`config.mk`:
```
export PLATFORM = sky130hd
export DESIGN_NAME = encoder_8to3_seq
export DESIGN_NICKNAME = d
export VERILOG_FILES = /design/src/rtl/encoder_8to3_seq.sv
export SDC_FILE = /design/constraint.sdc
export NUM_CORES = 1
export LEC_CHECK = 0
export BUFFER_PORTS_ARGS = -buffer_cell sky130_fd_sc_hd__buf_2
export CAP_MARGIN = 20
export CORE_UTILIZATION = 30
export CTS_BUF_LIST = sky130_fd_sc_hd__clkbuf_4 sky130_fd_sc_hd__clkbuf_8 sky130_fd_sc_hd__clkbuf_16
export CTS_CLUSTER_DIAMETER = 50
export CTS_CLUSTER_SIZE = 24
export DETAILED_ROUTE_END_ITERATION = 7
export PLACE_DENSITY = 0.59
export SYNTH_ARGS = -nofsm -noshare
export SYNTH_HDL_FRONTEND = slang
export SYNTH_SLANG_ARGS = --single-unit
```
`constraint.sdc`:
```
create_clock -name i_clk -period 3.7 [get_ports i_clk]
set_input_delay 0.74 -clock i_clk [delete_from_list [all_inputs] [get_ports i_clk]]
set_output_delay 0.74 -clock i_clk [all_outputs]
set_load 0.01 [all_outputs]
```
`src/rtl/encoder_8to3_seq.sv`:
```
// Sequential 8-to-3 encoder: captures a multi-hot vector and emits one index per handshake in priority order.
// Latency: vector accepted at edge N, first index valid the cycle after; one index per cycle thereafter.
// Backpressure: o_idx/o_last/pending hold while o_idx_valid && !i_idx_ready; no new vector accepted until the last index drains.
//
// Ports:
//   i_clk, i_rst       clock, synchronous active-high reset
//   i_req_valid/o_req_ready/i_req   request-vector handshake (8-bit multi-hot)
//   o_idx_valid/i_idx_ready/o_idx   index stream (3-bit), o_last marks the final set bit
//   o_busy             a captured vector is still being emitted
module encoder_8to3_seq #(
    parameter bit LSB_FIRST = 1'b1
) (
    input  logic       i_clk,
    input  logic       i_rst,
    input  logic       i_req_valid,
    output logic       o_req_ready,
    input  logic [7:0] i_req,
    output logic       o_idx_valid,
    input  logic       i_idx_ready,
    output logic [2:0] o_idx,
    output logic       o_last,
    output logic       o_busy
);

    typedef enum logic {
        S_IDLE = 1'b0,
        S_EMIT = 1'b1
    } state_t;

    state_t     r_state;
    state_t     w_state_nxt;
    logic [7:0] r_pending;
    logic [7:0] w_pending_nxt;

    logic [2:0] w_sel;
    logic [7:0] w_sel_onehot;
    logic       w_one_left;
    logic       w_emit;

    // Priority select over the pending mask. The loop visits candidates from
    // lowest to highest priority so the highest-priority set bit is written last.
    always_comb begin
        w_sel = 3'd0;
        for (int i = 0; i < 8; i++) begin
            if (LSB_FIRST) begin
                if (r_pending[7-i]) w_sel = 3'(7 - i);
            end else begin
                if (r_pending[i]) w_sel = 3'(i);
            end
        end
    end

    assign w_sel_onehot = 8'd1 << w_sel;

    // Exactly one bit set: non-zero and clearing the lowest set bit leaves zero.
    assign w_one_left = (r_pending != 8'd0) && ((r_pending & (r_pending - 8'd1)) == 8'd0);

    assign w_emit = (r_state == S_EMIT);

    always_ff @(posedge i_clk) begin
        if (i_rst) begin
            r_state   <= S_IDLE;
            r_pending <= 8'd0;
        end else begin
            r_state   <= w_state_nxt;
            r_pending <= w_pending_nxt;
        end
    end

    always_comb begin
        w_state_nxt   = r_state;
        w_pending_nxt = r_pending;
        case (r_state)
            S_IDLE: begin
                // A zero vector is consumed by the handshake but produces nothing.
                if (i_req_valid && (i_req != 8'd0)) begin
                    w_pending_nxt = i_req;
                    w_state_nxt   = S_EMIT;
                end
            end
            S_EMIT: begin
                if (i_idx_ready) begin
                    w_pending_nxt = r_pending & ~w_sel_onehot;
                    if (w_one_left) begin
                        w_state_nxt = S_IDLE;
                    end
                end
            end
            default: begin
                w_state_nxt   = S_IDLE;
                w_pending_nxt = 8'd0;
            end
        endcase
    end

    // Outputs depend only on registered state, never on inputs.
    always_comb begin
        o_req_ready = ~w_emit;
        o_idx_valid = w_emit;
        o_busy      = w_emit;
        o_idx       = w_emit ? w_sel : 3'd0;
        o_last      = w_emit & w_one_left;
    end

endmodule

```
### Word-level counts from Yosys, hierarchy flattened

Cells that the tools add are included.
Widths: inputs -> output; s select.

* add/sub/neg operators: 1
* eq/ne operators: 2
* shift operators: 1
* muxes and demuxes: 16
* bitwise logic cells: 5
* reductions and logical operators: 6

Operators with widths (count)
* $mux 3: 9
* $and 8x8->8: 2
* $mux 8: 2
* $pmux 8 s2: 1
* $reduce_bool 8->1: 2
* $logic_not 8->1: 1
* $not 8->8: 1
* $shl 1x3->8 const A: 1
* $sub 8x1->8 const B: 1
* $mux 1: 3
* $logic_and 1x1->1: 2
* $ne 2x1->1 const B: 1
* $ne 2x2->1 const B: 1
* $pmux 1 s2: 1
* $reduce_and 2->1: 1
* $and 1x1->1: 1
* $not 1->1: 1

* flip-flop bits (word level): 9
* bits of input ports: 12
* output and inout port bits: 7
* logic and storage cells: 33

### Depth between registers and ports, before layout

* word-level depth: 13
* depth in mapped cells: 7
* gate-level depth less buffers: 5

### Least setup slack after synthesis

OpenSTA, ideal clock, no wires.

* kind: register to output
* start point: reg r_pending[3]
* end point: out o_last
* arrival time: 1.395 ns
* data required time: 2.960 ns
* path slack: 1.565 ns
* cell stages (with the launch flop): 6
* path buffers: 1
* cell sequence: dfxtp_1 clkbuf_2 or3_1 a2111oi_2 a21oi_1 nor3_1

* longest elaborated chain between the ends: 5
* elaborated cells between the ends (all ways): 6
* classes of those cells: add/sub (1); bitwise (2); reduce/logical (3)

RTL lines
* from (decl): line 32 `logic [7:0] r_pending;`
* from (signal assigned): line 66 `r_pending <= w_pending_nxt;`
* $sub 8x1->8: line 56 `assign w_one_left = (r_pending != 8'd0) && ((r_pending & (r_pending - 8'd1)) == 8'd0);`
* $and 8x8->8: line 56
* $logic_not 8->1: line 56
* $logic_and 1x1->1 *: line 56
* $and 1x1->1 *: line 102 `o_last = w_emit & w_one_left;`
* to (decl): line 21 `output logic o_last,`

Mark *: on every way between the ends. The rest lies on a longest branch, timed or not.

### Final worst setup path

* start point: reg r_pending[0]
* end point: out o_last

The elaborated chain is that of the path after synthesis.

==> results.txt <==
Flop pwr share: 40.6%
Sw Pwr: 0.100 mW
Most frequent cells in the layout: buf_2 (18), nor2_1 (13), dfxtp_1 (9)
Cell Rows: 16
Setup repair bufs after CTS: 0
Pre-CTS setup slack: 1.45 ns
Critical path capture point type: output port
Fraction of synthesized area in multiplexers: 0%
Post-route ant nets: 0
CP max-delay cell: a2111oi_4
Largest family of logic cells by synthesized area: simple AND/OR/NAND/NOR gates
GP Congestion: 0.783
Vias in the first global route: 584
Post-synthesis compound-gate area fraction: 31.4%
Diodes inserted: 0
DR WL/cell: 11.5 um
Worst Max-Slew Pin Slew: 0.520 ns
CP Max Fanout: 7
Synth warnings: 0
CTS buffer count: 3
Switching share of total power: 33.7%
Largest net degree at the start of global routing: 13
Required @ worst endpoint: 2.96 ns
WL final: 1460 um
Gr usage total: 16.0%
Pwr Density: 399 nW/um2
WHS Path Cells: 2
Adder-cell share of the synthesized area: 0%
Crit path DAT: 1.80 ns
CTS H-tree lvls: 1
Xor and xnor area share after synthesis: 1.42%
Die Y: 47.4 um
Dpl cells: 123
Post-Syn Instances: 83
Core area: 1940 um2
Root buf cell: clkbuf_4
Die X: 47.4 um
Cell Chain, Critical Path: or2_4 -> a2111oi_4 -> a211oi_1 -> nor3_1 -> buf_2
Setup_tns: 0 ns
CP top delay family: compound AO/OA/AOI/OAI gates
Layout Skew: 0.0130 ns
Final setup vio count: 0
Clock transition at the registers of the reported paths: 0.07 ns
Area added between synthesis and finish: 20.6%
Fmax: 0.394 GHz
Synth unique cells: 33
Post_cts resized: 0
Internal Power: 0.197 mW
Fin nets: 113
Cell area after synthesis: 618 um2
Startpoint types: register
Max Slew Vio Count: 0
# hold bufs at CTS: 0
Status: completed
Drt drc: 0
Comb power frac: 31.4%
Via count: 657
# IOs: 19
Initial Utilization: 31.8%
Detailed placement HPWL: 1120 um
Final core utilization: 38.4%
Yosys reg bits: 9
DRT iter0 DRCs: 29
Static leakage: 0.298 nW
Non-filler cells, final: 127
Fin. Hold Viols: 0
Post-DR vias/cell: 5.17
Die area: 2250 um2
Min-delay worst type: reg2reg
Rel. slew slack: 65.3%
TritonCTS clock tree: yes
Sequential area share after synthesis: 29.1%
Final worst slack: 1.16 ns
Layout cells sized above 1: 29.0%
Clk_lat worst skew: 0.27 ns
Crit path buffers/inverters: 1
Port bufs: 18
FF-to-FF path depth: 5
Fin crit period: 2.54 ns
Clock share of power: 28.0%
Syn_nets: 95
CP Class: reg2out
Tcrit/Tclk final: 68.6%
Crit path largest cell delay: 0.43 ns
Max-cap violations: 0
Critical path depth in cells: 5
Syn Area/Cell: 7.45 um2
Most common cell after layout, fill and taps aside: buf_2
First-pass GRT wire length: 2440 um
RSZ-0062 raised after global routing: false
Max Root-Sink Buffers: 2
Initial DRT Pass Iterations: 4
Synth Area in Simple Gates: 32.6%
GRT Residual Overflow: 0
Worst vdd ir: 0.172 mV
Initial antenna violation count: 0
CTS sink cnt: 9
[final timing paths]
check | from | slack (ns) | to
hold reg to reg | r_pending[6] | 0.55 | r_pending[6]
hold / removal | r_pending[6] | 0.55 | r_pending[6]
setup / recovery | r_pending[0] | 1.16 | o_last
setup reg to reg | o_busy | 1.75 | r_pending[2]
[through the flow]
stage / hold WS (ns) / instance area [um2] / power (mW)
2_1_floorplan: 0.501 / 618 / 0.191
3_3_place_gp: 0.541 / 716 / 0.216
3_5_place_dp: 0.547 / 716 / 0.215
4_1_cts: 0.555 / 746 / 0.298
5_1_grt: 0.596 / 746 / 0.316
6_report: 0.554 / 746 / 0.297
[kinds of logic (layout without fill, tap and decap cells)]
group / count (synthesis) / count (layout)
and+or+nand+nor: 39 / 39
DFF: 9 / 9
buffers and inverters: 7 / 24
xor gates and xnor gates: 1 / 1
AOI/OAI and AO/OA: 27 / 27
[registers in the layout, summed over array words and instances, names as in the netlist]
register / count
o_busy: 1
r_pending: 8
[area by class of cell]
| type | count | area [um2] |
|---|---|---|
| Clock buffer | 4 | 30.0 |
| Fill cell | 210 | 1200 |
| Inverter | 2 | 7.51 |
| Multi-Input combinational cell | 67 | 404 |
| Sequential cell | 9 | 180 |
| Tap cell | 27 | 33.8 |
| Timing Repair Buffer | 18 | 90.1 |
[routing by layer]
metal  part of all wire [%]  global-route usage [%]  wire (um)
met5                      0                       0          0
met4                    2.5                    10.9         36
met3                    5.8                    2.31         85
met2                     47                    24.9        693
met1                     44                    20.2        649
[cell usage after synthesis (all sizes together)]
cell     count  share of area, %
nor2        13               7.9
dfxtp        9                29
a21oi        8               6.5
nand2        7               4.3
o21ai        7               5.7
buf          4               3.4
nor3         4               3.2
nand2b       3               3.0
a2111oi      2               6.9
a211oi       2               2.4
a31oi        2               2.0
and2         2               2.4
inv          2               1.2
nor4         2               2.0
a21boi       1               1.2
a221oi       1               1.4
a22oi        1               1.2
and3         1               1.0
clkbuf       1              0.81
nand3b       1               1.2
nor2b        1               1.0
nor4b        1               1.4
o21a         1               1.2
o21ba        1               1.6
o31ai        1               1.2
or2          1               1.4
or2b         1               1.2
or3          1               1.0
or3b         1               1.4
xor2         1               1.4
[power groups by stage]
stage	registers [mW]	logic, mW	clock network [mW]
floorplan	0.116	0.0750	0
global placement	0.123	0.0931	0
detailed placement	0.123	0.0926	0
CTS	0.121	0.0935	0.0842
global route	0.123	0.104	0.0893
finish	0.121	0.0933	0.0833
[worst register-to-register path, delay by kind of cell (launching register included)]
| kind | cells | cell delay (ns) |
|---|---|---|
| AOI/OAI and AO/OA | 4 | 0.95 |
| DFF | 1 | 0.41 |
| and+or+nand+nor | 1 | 0.47 |
Note: power is estimated with default switching activity, not from simulation.
